**config.mk**
```make
export PLATFORM = sky130hd
export DESIGN_NAME = alu_arbiter
export DESIGN_NICKNAME = d
export VERILOG_FILES = /design/src/rtl/alu_arbiter.sv
export SDC_FILE = /design/constraint.sdc
export NUM_CORES = 1
export LEC_CHECK = 0
export CAP_MARGIN = 5
export CORE_ASPECT_RATIO = 2
export CORE_MARGIN = 4
export CORE_UTILIZATION = 39
export DETAILED_ROUTE_END_ITERATION = 16
export PLACE_DENSITY = 0.77
export SLEW_MARGIN = 0
export SYNTH_ARGS = -nofsm -noshare
export SYNTH_HDL_FRONTEND = slang
export SYNTH_SLANG_ARGS = --single-unit
```
**constraint.sdc**
```tcl
create_clock -name clk -period 3.1 [get_ports clk]
set_input_delay 0.62 -clock clk [delete_from_list [all_inputs] [get_ports clk]]
set_output_delay 0.62 -clock clk [all_outputs]
set_load 0.01 [all_outputs]
```
**src/rtl/alu_arbiter.sv**
```systemverilog
// Two-requester front end for a single shared ALU. Requesters are granted
// round-robin, the winning operation is held on the ALU inputs for the
// required number of cycles, and the result is returned with the owner id.
module alu_arbiter #(
  parameter int MULDIV_WAIT = 3
) (
  input  logic        clk,
  input  logic        rst_n,
  input  logic        req0_valid,
  input  logic        req1_valid,
  output logic        req0_ready,
  output logic        req1_ready,
  input  logic [31:0] req0_data1,
  input  logic [31:0] req0_data2,
  input  logic [5:0]  req0_op,
  input  logic [31:0] req1_data1,
  input  logic [31:0] req1_data2,
  input  logic [5:0]  req1_op,
  output logic [31:0] alu_data1,
  output logic [31:0] alu_data2,
  output logic [5:0]  alu_operation,
  input  logic [31:0] alu_result,
  input  logic        alu_zero,
  output logic        resp_valid,
  input  logic        resp_ready,
  output logic        resp_id,
  output logic [31:0] resp_result,
  output logic        resp_zero,
  output logic        resp_err,
  output logic        busy
);

  localparam logic [5:0] OP_MUL = 6'b001001;
  localparam logic [5:0] OP_DIV = 6'b001010;
  localparam logic [5:0] OP_MOD = 6'b001011;

  // Counter must hold MULDIV_WAIT; keep at least one bit for MULDIV_WAIT = 0.
  localparam int CW = (MULDIV_WAIT < 1) ? 1 : $clog2(MULDIV_WAIT + 1);

  typedef enum logic [1:0] {IDLE, EXEC, DONE} state_t;

  state_t        state;
  state_t        state_next;
  logic          rr;
  logic [CW-1:0] count;
  logic          owner;

  logic          grant;
  logic          grant_id;
  logic [31:0]   sel_data1;
  logic [31:0]   sel_data2;
  logic [5:0]    sel_op;
  logic          sel_muldiv;
  logic          sel_divzero;
  logic          lat_divzero;

  // Round-robin pick among valid requesters; only meaningful in IDLE.
  always_comb begin
    grant    = (state == IDLE) && (req0_valid || req1_valid);
    grant_id = 1'b0;
    if (req0_valid && req1_valid) begin
      grant_id = rr;
    end else if (req1_valid) begin
      grant_id = 1'b1;
    end
  end

  // Ready is gated by rst_n so it is low for the whole reset assertion.
  assign req0_ready = rst_n & grant & ~grant_id;
  assign req1_ready = rst_n & grant &  grant_id;

  assign sel_data1   = grant_id ? req1_data1 : req0_data1;
  assign sel_data2   = grant_id ? req1_data2 : req0_data2;
  assign sel_op      = grant_id ? req1_op    : req0_op;
  assign sel_muldiv  = (sel_op == OP_MUL) || (sel_op == OP_DIV) || (sel_op == OP_MOD);
  assign sel_divzero = ((sel_op == OP_DIV) || (sel_op == OP_MOD)) && (sel_data2 == 32'd0);

  // Division by zero is decided from the latched operands, not the live inputs.
  assign lat_divzero = ((alu_operation == OP_DIV) || (alu_operation == OP_MOD)) &&
                       (alu_data2 == 32'd0);

  assign busy       = (state != IDLE);
  assign resp_valid = (state == DONE);

  // State register.
  always_ff @(posedge clk or negedge rst_n) begin
    if (!rst_n) begin
      state <= IDLE;
    end else begin
      state <= state_next;
    end
  end

  // Next-state logic: one grant per IDLE visit, leave EXEC when the wait expires,
  // leave DONE only when the consumer takes the response.
  always_comb begin
    state_next = state;
    case (state)
      IDLE: begin
        if (grant) begin
          state_next = EXEC;
        end
      end
      EXEC: begin
        if (count == '0) begin
          state_next = DONE;
        end
      end
      DONE: begin
        if (resp_ready) begin
          state_next = IDLE;
        end
      end
      default: state_next = IDLE;
    endcase
  end

  // Operand latch, arbitration pointer and wait counter, loaded on grant.
  always_ff @(posedge clk or negedge rst_n) begin
    if (!rst_n) begin
      alu_data1     <= '0;
      alu_data2     <= '0;
      alu_operation <= '0;
      owner         <= 1'b0;
      rr            <= 1'b0;
      count         <= '0;
    end else if (state == IDLE) begin
      if (grant) begin
        alu_data1     <= sel_data1;
        alu_data2     <= sel_data2;
        alu_operation <= sel_op;
        owner         <= grant_id;
        rr            <= ~grant_id;
        count         <= (sel_muldiv && !sel_divzero) ? CW'(MULDIV_WAIT) : '0;
      end
    end else if (state == EXEC) begin
      if (count != '0) begin
        count <= count - CW'(1);
      end
    end
  end

  // Response capture at the end of EXEC; held unchanged through DONE.
  always_ff @(posedge clk or negedge rst_n) begin
    if (!rst_n) begin
      resp_id     <= 1'b0;
      resp_result <= '0;
      resp_zero   <= 1'b0;
      resp_err    <= 1'b0;
    end else if ((state == EXEC) && (count == '0)) begin
      resp_id <= owner;
      if (lat_divzero) begin
        resp_result <= 32'hFFFF_FFFF;
        resp_zero   <= 1'b0;
        resp_err    <= 1'b1;
      end else begin
        resp_result <= alu_result;
        resp_zero   <= alu_zero;
        resp_err    <= 1'b0;
      end
    end
  end

endmodule

```
==> reports/qor.yml <==
place_area_sq_mm: 0.00811
drive_gt1_share_pct: 6.30
dp_hpwl_mm: 15.1
max_freq_mhz: 347
cts_resized: 0
p_int_uw: 4790
cts_setup_buffers: 0
grt-ovfl-total: 0
period_share_pct: 93.1
syn_nets: 694
hold_buffers: 0
drv_slew: 0
yosys.area_share.simple_pct: 15.9
drtAntennaViolNets: 0
clkLatencyLatePin_ps: 340
outcome: "finished, final reports clean"
gr-usage-all-layers_pct: 24.8
synth-compound-area-share_pct: 16.4
cts_tree: "done"
grt_pass1_vias: 5384
p_sw_share_pct: 38.2
reg2reg_to: "alu_data1[7]"
netlist_area_sq_mm: 0.00520
tns_ps: 0
worst-path-max-fanout: 5
cp.required_ps: 2480
synth_mux_area_share_pct: 7.32
vias: 5172
slew_headroom_pct: 37.6
p_per_area_mw_per_mm2: 921
period_needed_ps: 2890
die_w_um: 89.6
rsz0062_at_grt: "false"
dieArea_sq_mm: 0.0154
crit_type: "in -> out"
firstDrtPassIters: 7
avgSynthCellArea_sq_um: 10.1
worstReg2RegStart: "rr"
netlist.top_cell.by_area: "dfrtp_1"
grt_pass1_wl_mm: 28.9
p_leak_uw: 0.00381
port_buffers: 286
worst_slack_ps: 215
drcViolationCount: 0
via_per_inst: 5.47
critPathSlowestCell: "clkdlybuf4s50_1"
initial_utilization_pct: 39.8
yosysUniqueCellTypes: 42
setup_viol: 0
maxCapViolCount: 0
final_cell_mix: "clkdlybuf4s50_1 (285), nand2_1 (113), dfrtp_1 (111), o21ai_0 (39), mux2i_1 (38)"
syn_to_final_growth_pct: 61.9
met3_usage_pct: 4.89
grt_max_degree: 74
peakVddDrop_v: 0.000557
p_seq_share_pct: 34.6
startpoint: "req1_valid"
ys_seq_area_share_pct: 53.4
p_switching_uw: 2960
finish.instance_area_sq_mm: 0.00842
cts_max_level: 3
cts.sinks: 111
share_comb_of_total_power_pct: 50.7
yosysTopAreaCellShare_pct: 53.4
hold_viol: 0
die_h_um: 171
fin_skew_ps: 10.2
drt-total-wl_mm: 19.1
cp-end-kind: "output port"
synth_cells: 515
reg2regPathDepth: 6
clkPwrFrac_pct: 14.7
synthAdderAreaFrac_pct: 0.241
hp-class: "in -> async"
globalplace.congestion: 0.950
wire_per_inst_um: 20.2
cts_buffers: 9
core_area_sq_mm: 0.0131
nets: 968
utilization_pct: 64.4
synth_xor_area_share_pct: 0
dp_slack_ps: 81.8
synth_top_family_by_area: "compound AO/OA/AOI/OAI gates"
drt_iter0_drc: 356
use_met2_pct: 45.7
cts_buffer_depth: 2
synth_area_leaders: "dfrtp_1 (53%), nand2_1 (8.2%), mux2i_1 (7.3%)"
layout_commonest_cell: "clkdlybuf4s50_1"
row_count: 59
start_kind: "primary input"
path_clk_slew_ps: 70
yosys_register_bits: 111
met1_usage_pct: 27.2
tightest_slew_ps: 937
cp_common_cell: "clkdlybuf4s50_1"
crit_path_cell_trace: "clkdlybuf4s50_1, or2_4, and2_4, and3_1, clkdlybuf4s50_1"
p_total_uw: 7750
cp_data_arrival_time_ps: 2270
slowest_delay_ps: 480
pin_count: 287
reg2reg_slack_ps: 1030
antennaDiodeCount: 0
root_buffer: "clkbuf_16"
grt_antenna_before_repair: 0
yosys_warnings: 0
top_usage_layer: "met2"
[worst max-delay path by stage]
| stage | slack [ps] | end | cells after the start |
|---|---|---|---|
| detailed placement | 80 | alu_data1[7] | 7 |
| global placement | 230 | req1_ready | 5 |
| finish | 210 | req1_ready | 5 |
| CTS | 220 | req1_ready | 5 |
| global route | 150 | req0_ready | 5 |
| floorplan | 1060 | req0_ready | 5 |
[synthesized netlist by cell type]
cell type / count
nand2_1: 113
dfrtp_1: 111
o21ai_0: 39
mux2i_1: 38
inv_1: 36
a222oi_1: 32
o21ai_1: 25
nor4_1: 15
nor2_1: 13
buf_2: 11
clkbuf_1: 10
o21ai_2: 10
buf_6: 8
nor4b_1: 6
a21oi_1: 4
nand4_1: 4
and3_1: 3
buf_4: 3
nor3_1: 3
a211oi_1: 2
a221oi_2: 2
nand2_2: 2
nand2b_1: 2
nand3_1: 2
nor2_4: 2
nor4_2: 2
o2111ai_1: 2
a211o_1: 1
a21o_1: 1
and2_4: 1
and4_1: 1
clkbuf_4: 1
ha_1: 1
inv_2: 1
nand3b_1: 1
nor2b_1: 1
nor3_4: 1
o221ai_1: 1
o31a_1: 1
o31ai_1: 1
or2_4: 1
or4_1: 1
[logic make-up after synthesis]
logic type | Yosys count
and+or+nand+nor | 174
AOI/OAI and AO/OA | 121
DFF | 111
buffers and inverters | 70
muxes | 38
adders and majority gates | 1
[power groups by stage]
stage | combinational (uW) | sequential (uW) | clock, uW
after CTS | 3960 | 2680 | 1160
final | 3930 | 2680 | 1140
after detailed placement | 3950 | 2700 | 0
after global routing | 4300 | 2770 | 1220
after global placement | 3840 | 2670 | 0
after floorplan | 1630 | 2900 | 0
[final cells by class]
| type | count | area, sq um |
|---|---|---|
| fill | 1076 | 4650 |
| timing repair buffer | 296 | 2940 |
| sequential | 111 | 2780 |
| multi-input combinational | 334 | 2080 |
| clock buffer | 10 | 239 |
| tap | 152 | 190 |
| inverter | 37 | 139 |
| clock inverter | 6 | 51.3 |
[routing by layer]
layer | wire [um] | share of wire, %
met4 | 565 | 3.0
met3 | 1250 | 6.5
met1 | 6580 | 34
met5 | 0 | 0
met2 | 10700 | 56
[stage by stage]
step	hold WS, ps	instances
CTS	359	945
detailed placement	455	929
global route	381	946
floorplan	324	515
global placement	451	929
finish	344	946
[state kept, by name, summed over array words and instances (netlist names)]
signal / count
resp_id: 1
resp_zero: 1
alu_data2: 32
count: 2
resp_err: 1
resp_result: 32
alu_data1: 32
rr: 1
state: 2
alu_operation: 6
owner: 1
[critical path, delay by kind of cell]
kind                   cells  cell delay (ps)
buffers and inverters      2              950
AND/OR/NAND/NOR            3              690
Note: power is estimated with default switching activity, not from simulation.
